## config.mk

```make
export PLATFORM = sky130hd
export DESIGN_NAME = pipeline_hazard_ctrl
export DESIGN_NICKNAME = d
export VERILOG_FILES = /design/src/rtl/pipeline_hazard_ctrl_pkg.sv /design/src/rtl/pipeline_hazard_ctrl_sat_counter.sv /design/src/rtl/pipeline_hazard_ctrl.sv
export SDC_FILE = /design/constraint.sdc
export NUM_CORES = 1
export LEC_CHECK = 0
export CAP_MARGIN = 10
export CORE_MARGIN = 3
export CORE_UTILIZATION = 42
export DETAILED_ROUTE_END_ITERATION = 10
export PLACE_DENSITY = 0.86
export SKIP_CTS_REPAIR_TIMING = 1
export SYNTH_ARGS = -nofsm -noshare
export SYNTH_HDL_FRONTEND = slang
export SYNTH_SLANG_ARGS = --single-unit
```

## constraint.sdc

```tcl
create_clock -name clk -period 2.61 [get_ports clk]
set_input_delay 0.261 -clock clk [delete_from_list [all_inputs] [get_ports clk]]
set_output_delay 0.261 -clock clk [all_outputs]
set_load 0.01 [all_outputs]
```

## src/rtl/pipeline_hazard_ctrl_pkg.sv

```systemverilog
// Shared encodings for the pipeline stall/flush sequencer: FSM states and control bundles.
package pipe_ctrl_pkg;

  typedef enum logic [1:0] {
    RUN      = 2'b00,
    LU_STALL = 2'b01,
    MEM_WAIT = 2'b10
  } state_t;

  localparam logic [31:0] IF_FLUSH_WORD = 32'h0000_0000;
  localparam int          REG_ZERO      = 0;

  typedef struct packed {
    logic pc_hold;
    logic if_id_hold;
    logic if_flush;
    logic id_ex_hold;
    logic id_ex_bubble;
    logic ex_mem_hold;
  } ctrl_t;

  localparam ctrl_t CTRL_NONE     = '{1'b0, 1'b0, 1'b0, 1'b0, 1'b0, 1'b0};
  localparam ctrl_t CTRL_FREEZE   = '{1'b1, 1'b1, 1'b0, 1'b1, 1'b0, 1'b1};
  localparam ctrl_t CTRL_FLUSH    = '{1'b0, 1'b1, 1'b1, 1'b0, 1'b1, 1'b0};
  localparam ctrl_t CTRL_LU_STALL = '{1'b1, 1'b1, 1'b0, 1'b0, 1'b1, 1'b0};
  // IF/ID has no reset of its own, so reset holds the PC and flushes IF/ID.
  localparam ctrl_t CTRL_RESET    = '{1'b1, 1'b1, 1'b1, 1'b0, 1'b1, 1'b0};

endpackage

```

## src/rtl/pipeline_hazard_ctrl_sat_counter.sv

```systemverilog
// Saturating up-counter: increments on posedge while inc is high, sticks at all-ones.
module sat_counter #(
  parameter int W = 16
) (
  input  logic         clk,
  input  logic         reset,
  input  logic         inc,
  output logic [W-1:0] count
);

  logic [W-1:0] r_count;

  always_ff @(posedge clk or posedge reset) begin
    if (reset) begin
      r_count <= '0;
    end else if (inc && (r_count != {W{1'b1}})) begin
      r_count <= r_count + 1'b1;
    end
  end

  assign count = r_count;

endmodule

```

## src/rtl/pipeline_hazard_ctrl.sv

```systemverilog
// Central stall/flush sequencer for the 5-stage pipeline; controls are combinational
// from state and inputs, the FSM and performance counters update on posedge.
module pipeline_hazard_ctrl
  import pipe_ctrl_pkg::*;
#(
  parameter int REG_ADDR_W = 5,
  parameter int CNT_W      = 16
) (
  input  logic                  clk,
  input  logic                  reset,
  input  logic [REG_ADDR_W-1:0] id_rs1,
  input  logic [REG_ADDR_W-1:0] id_rs2,
  input  logic                  id_uses_rs1,
  input  logic                  id_uses_rs2,
  input  logic                  ex_mem_read,
  input  logic [REG_ADDR_W-1:0] ex_rd,
  input  logic                  ex_branch_taken,
  input  logic                  mem_req,
  input  logic                  mem_ready,
  output logic                  pc_hold,
  output logic                  if_id_hold,
  output logic                  if_flush,
  output logic                  id_ex_hold,
  output logic                  id_ex_bubble,
  output logic                  ex_mem_hold,
  output logic [1:0]            state,
  output logic [CNT_W-1:0]      stall_cycles,
  output logic [CNT_W-1:0]      flush_count
);

  state_t r_state;
  ctrl_t  w_ctrl;
  logic   w_lu;
  logic   w_mw;
  logic   w_rs1_hit;
  logic   w_rs2_hit;

  assign w_rs1_hit = id_uses_rs1 && (id_rs1 == ex_rd);
  assign w_rs2_hit = id_uses_rs2 && (id_rs2 == ex_rd);
  assign w_lu      = ex_mem_read && (ex_rd != REG_ADDR_W'(REG_ZERO)) && (w_rs1_hit || w_rs2_hit);
  assign w_mw      = mem_req && !mem_ready;

  // The load has already moved on while in LU_STALL, so load-use is ignored there.
  always_comb begin
    w_ctrl = CTRL_NONE;
    if (reset) begin
      w_ctrl = CTRL_RESET;
    end else if (w_mw) begin
      w_ctrl = CTRL_FREEZE;
    end else if (ex_branch_taken) begin
      w_ctrl = CTRL_FLUSH;
    end else if (w_lu && (r_state != LU_STALL)) begin
      w_ctrl = CTRL_LU_STALL;
    end
  end

  always_ff @(posedge clk or posedge reset) begin
    if (reset) begin
      r_state <= RUN;
    end else begin
      case (r_state)
        RUN, MEM_WAIT: begin
          if (w_mw) begin
            r_state <= MEM_WAIT;
          end else if (w_lu && !ex_branch_taken) begin
            r_state <= LU_STALL;
          end else begin
            r_state <= RUN;
          end
        end
        LU_STALL: r_state <= w_mw ? MEM_WAIT : RUN;
        default:  r_state <= RUN;
      endcase
    end
  end

  sat_counter #(.W(CNT_W)) u_stall_cnt (
    .clk   (clk),
    .reset (reset),
    .inc   (w_ctrl.pc_hold),
    .count (stall_cycles)
  );

  sat_counter #(.W(CNT_W)) u_flush_cnt (
    .clk   (clk),
    .reset (reset),
    .inc   (w_ctrl.if_flush),
    .count (flush_count)
  );

  assign pc_hold      = w_ctrl.pc_hold;
  assign if_id_hold   = w_ctrl.if_id_hold;
  assign if_flush     = w_ctrl.if_flush;
  assign id_ex_hold   = w_ctrl.id_ex_hold;
  assign id_ex_bubble = w_ctrl.id_ex_bubble;
  assign ex_mem_hold  = w_ctrl.ex_mem_hold;
  assign state        = r_state;

endmodule

```

**Yosys cells after proc, flatten, opt, wreduce, memory -nomap -nowiden**

Index checks and enable logic that the tools add are counted.

- Add/subtract/negate cells: 2
- Eq/ne operators: 7
- Muxes and demuxes: 8
- Reduce and logical (&&, ||, !) cells: 15

Operators by type and width:

| operator | count |
|---|---|
| $add A16 B1 Y16 const B | 2 |
| $ne A16 B16 Y1 const B | 2 |
| $mux W6 | 4 |
| $eq A5 B5 Y1 | 2 |
| $logic_and A1 B1 Y1 | 9 |
| $reduce_bool A5 Y1 | 1 |
| $mux W2 | 2 |
| $pmux W2 S2 | 1 |
| $eq A2 B1 Y1 const B | 1 |
| $eq A2 B2 Y1 const B | 1 |
| $logic_not A1 Y1 | 2 |
| $logic_not A2 Y1 | 1 |
| $ne A2 B1 Y1 const B | 1 |
| $reduce_or A2 Y1 | 1 |
| $logic_or A1 B1 Y1 | 1 |
| $mux W1 | 1 |

- Bits in registers: 34
- Input port bits: 23
- Output and inout bits: 40

**Logic depth before layout (Yosys ltp)**

- Word-level depth: 10
- Gate-level depth with buffers: 7
- Depth with buffers taken out: 6

**Hierarchy**

From an unflattened synthesis, not the netlist that was laid out.

- Cell total of the unflattened synthesis: 176
- Area total of the unflattened synthesis: 1900.6 um^2

Modules (own cells, without submodules):

| module | instances | cells each | area each (um^2) |
|---|---|---|---|
| sat_counter | 2 | 71 | 805.8 |
| pipeline_hazard_ctrl | 1 | 34 | 289.0 |

**Worst setup path after synthesis**

Ideal clock, no wire load.

- Path type: input-to-reg
- From: input reset
- To: register u_flush_cnt.r_count[13] (netlist: u_flush_cnt.count[13])
- Arrival: 1984 ps
- Setup slack: 500 ps
- Stages on the path: 5
- Cells stage by stage: inv_1 -> a22oi_2 -> and4_1 -> and4_1 -> xor2_1

- Longest elaborated chain between the ends: 2

Ends and longest elaborated chain:

| what | RTL line | text |
|---|---|---|
| start, declared | pipeline_hazard_ctrl.sv:10 | `input logic reset,` |
| $mux W6 | pipeline_hazard_ctrl.sv:46 | `if (reset) begin` |
| $logic_and A1 B1 Y1 | pipeline_hazard_ctrl_sat_counter.sv:16 | `end else if (inc && (r_count != {W{1'b1}})) begin` |
| end signal, assigned | pipeline_hazard_ctrl_sat_counter.sv:17 | `r_count <= r_count + 1'b1;` |
| end, declared | pipeline_hazard_ctrl_sat_counter.sv:11 | `logic [W-1:0] r_count;` |

No other way between the ends.
A chain may end at the register's enable or synchronous reset.

**Worst setup path in the final report**

- From: input ex_rd[3]
- To: output pc_hold

- Longest elaborated chain between the ends: 9

Ends and longest elaborated chain:

| what | RTL line | text |
|---|---|---|
| start, declared | pipeline_hazard_ctrl.sv:16 | `input logic [REG_ADDR_W-1:0] ex_rd,` |
| $eq A5 B5 Y1, on equally long branches | pipeline_hazard_ctrl.sv:38, pipeline_hazard_ctrl.sv:39 |  |
| $logic_and A1 B1 Y1, on equally long branches | pipeline_hazard_ctrl.sv:38, pipeline_hazard_ctrl.sv:39 |  |
| $logic_or A1 B1 Y1 | pipeline_hazard_ctrl.sv:40 | `assign w_lu = ex_mem_read && (ex_rd != REG_ADDR_W'(REG_ZERO)) && (w_rs1_hit \|\| w_rs2_hit);` |
| $logic_and A1 B1 Y1 * | pipeline_hazard_ctrl.sv:40 |  |
| $logic_and A1 B1 Y1 * | pipeline_hazard_ctrl.sv:52 | `end else if (w_lu && (r_state != LU_STALL)) begin` |
| $mux W6 * | pipeline_hazard_ctrl.sv:52 |  |
| $mux W6 * | pipeline_hazard_ctrl.sv:50 | `end else if (ex_branch_taken) begin` |
| $mux W6 * | pipeline_hazard_ctrl.sv:48 | `end else if (w_mw) begin` |
| $mux W6 * | pipeline_hazard_ctrl.sv:46 |  |
| end, declared | pipeline_hazard_ctrl.sv:20 | `output logic pc_hold,` |

Mark *: on every way between the ends. The rest lies on a longest branch, timed or not.

==> flow_metrics.tcl <==
set metrics [dict create \
    seq_area_frac_synth 0.4782 \
    peakVddDrop_mv 0.5297 \
    worstPathArrival_ns 2.02 \
    syn_area_per_cell_um2 10.59 \
    hold_ws_ns 0.4826 \
    hold_depth 1 \
    synth_cells 168 \
    max_stage_delay_ns 0.57 \
    nNetsFinal 268 \
    hpwl_um 3241 \
    ios 63 \
    utilization 0.6432 \
    cts_max_path_buffers 2 \
    intPower_mw 1.307 \
    drv_slew 0 \
    clk_latency_ns 0.28 \
    synth.top_cell.area_share 0.4782 \
    power_density_mw_per_mm2 749.6 \
    crit_family "buffers and inverters" \
    clkTransAtPathRegs_ns 0.06 \
    fin_worst_skew_ns 0.003333 \
    wire_per_inst_um 14.44 \
    grtUsageTotal 0.1766 \
    fillCellCount 340 \
    fmax_mhz 437.5 \
    design_power_total_mw 1.956 \
    io_buffers 62 \
    worst_pin_slew_ns 0.3968 \
    core_mm2 0.004058 \
    drtIter0Drc 58 \
    drive_above_1_share 0.09836 \
    ys_types 33 \
    die_height_um 71.09 \
    p_sw_mw 0.6493 \
    antenna_found_initial 0 \
    switching_share 0.3319 \
    hp-class "flip-flop to flip-flop" \
    fin_crit_ns 2.286 \
    synth_seq_cells 34 \
    required_ns 2.35 \
    crit_slowest_cell "or4_1" \
    synth_area_leader_cell "dfrtp_1" \
    r2r_cells 6 \
    dpl_cell_area_mm2 0.002507 \
    final_cell_area_mm2 0.002610 \
    cts_tree "done" \
    finalSetupTns_ns 0 \
    rows 23 \
    syn-num-nets 193 \
    worst_r2r_endpoint "u_flush_cnt.count[13]" \
    start_util 0.4385 \
    pwr-share-clk 0.201 \
    grt_max_degree 18 \
    root_buffer "clkbuf_8" \
    layout_common_cells "clkdlybuf4s50_1 (59), dfrtp_1 (34), xnor2_1 (21)" \
    seqPwrFrac 0.438 \
    grt_pass1_wl_um 7038 \
    cp_cell_sequence "clkdlybuf4s50_1 > or4_1 > o21ai_2 > nor3_1 > a211oi_4 > inv_1 > dlymetal6s2s_1" \
    setup_viol 0 \
    cp_num_buf_inv 3 \
    hold_viol 0 \
    period_share 0.8758 \
    firstDrtPassIters 4 \
    path_class "primary input to primary output" \
    ant_nets 0 \
    finalNonFillerCells 294 \
    viasPerCell 5.078 \
    status "finished, final reports clean" \
    layout_setup_ws_ns 0.3243 \
    cts_buffers 5 \
    synth_area_mm2 0.001779 \
    dieArea_mm2 0.005053 \
    insertedDiodeCount 0 \
    drc 0 \
    hold_start "state[1]" \
    p_leak_nw 1.106 \
    ff2ff_setup_slack_ns 0.58 \
    cts.sinks 34 \
    cts_htree_levels 2 \
    synth_area_leaders "dfrtp_1 (48%), xnor2_1 (10%), xor2_1 (8.4%)" \
    die_x_um 71.09 \
    gp_congestion 0.8142 \
    max_cap_viol_count 0 \
    areaGrowthSynthToFinish_pct 46.69 \
    rsz0062_at_grt "false" \
    r2r-start "u_flush_cnt.count[0]" \
    cp_max_fo 3 \
    overflow 0 \
    power_frac_comb 0.362 \
    pre_cts_ws_ns -0.05539 \
    final_common_cell "clkdlybuf4s50_1" \
    hold_path_end "state[1]" \
    first_global_vias 1511 \
    num_vias 1493 \
    post-place-cells 286 \
    wl_um 4245 \
    start_kind "primary input" \
    slew_headroom 0.7332 \
    end_kind "primary output" \
    ys_warn_count 0 \
]
==> per-layer routing <==
layer | vias up | track usage | share of wire
met4 | 0 | 0.05219 | 0.011
met5 | - | 0 | 0
li1 | 741 | - | -
met2 | 31 | 0.2976 | 0.52
met3 | 6 | 0.04830 | 0.034
met1 | 715 | 0.2217 | 0.43
==> worst reg2reg max path, delay by kind of cell, from the launching register on <==
kind | cells | cell delay [ns]
adder cells (fa/ha/maj) | 1 | 0.27
XOR/XNOR | 1 | 0.13
AO/OA/AOI/OAI | 1 | 0.35
AND/OR/NAND/NOR | 3 | 0.75
flip-flops | 1 | 0.46
==> power groups by stage <==
stage	clock network, mW	logic, mW	registers, mW
floorplan	0	0.267	0.894
global placement	0	0.695	0.858
detailed placement	0	0.714	0.860
CTS	0.412	0.719	0.855
global route	0.433	0.771	0.884
finish	0.392	0.708	0.856
==> worst max-delay path by stage <==
stage	slack, ns	endpoint	cells past startpoint	start
floorplan	0.50	u_flush_cnt.count[13]	5	reset
finish	0.32	pc_hold	7	ex_rd[3]
CTS	-0.06	id_ex_bubble	9	ex_rd[3]
global route	0.22	pc_hold	7	ex_rd[3]
detailed placement	-0.06	id_ex_bubble	9	ex_rd[3]
global placement	0.04	pc_hold	7	ex_rd[3]
==> sequential cells by signal (all words and copies together) (netlist names) <==
name and count:
state 2, u_stall_cnt.count 16, u_flush_cnt.count 16
==> layout make-up <==
cell class,instances,area [um2],area share
Multi-Input combinational cell,128,898.4,0.3442
Sequential cell,34,850.8,0.3260
Timing Repair Buffer,71,695.7,0.2665
Clock buffer,7,86.33,0.03308
Tap cell,50,62.56,0.02397
Inverter,3,11.26,0.004314
Clock inverter,1,5.005,0.001918
==> Yosys cell counts, drive strengths merged <==
cell type   n
a211oi      1
a21oi       1
a22oi       1
and2        1
and3        7
and4        5
buf         2
clkbuf      1
dfrtp      34
ha          2
inv         3
mux2        4
nand2      14
nand2b      3
nand3       8
nand4      11
nor2        8
nor2b       2
nor3        9
nor3b       1
nor4        3
nor4b       2
o21ai       3
o21ba       1
o22ai       1
o31ai       1
or4         1
xnor2      21
xor2       17
==> cells by family after synthesis <==
logic type | Yosys count | synth area share
fa+ha+maj | 2 | 0.01406
buf+inv | 6 | 0.01899
simple gates | 75 | 0.2335
compound gates | 9 | 0.04290
flops | 34 | 0.4782
xor+xnor | 38 | 0.1871
mux | 4 | 0.02531
Note: power is estimated with default switching activity, not from simulation.
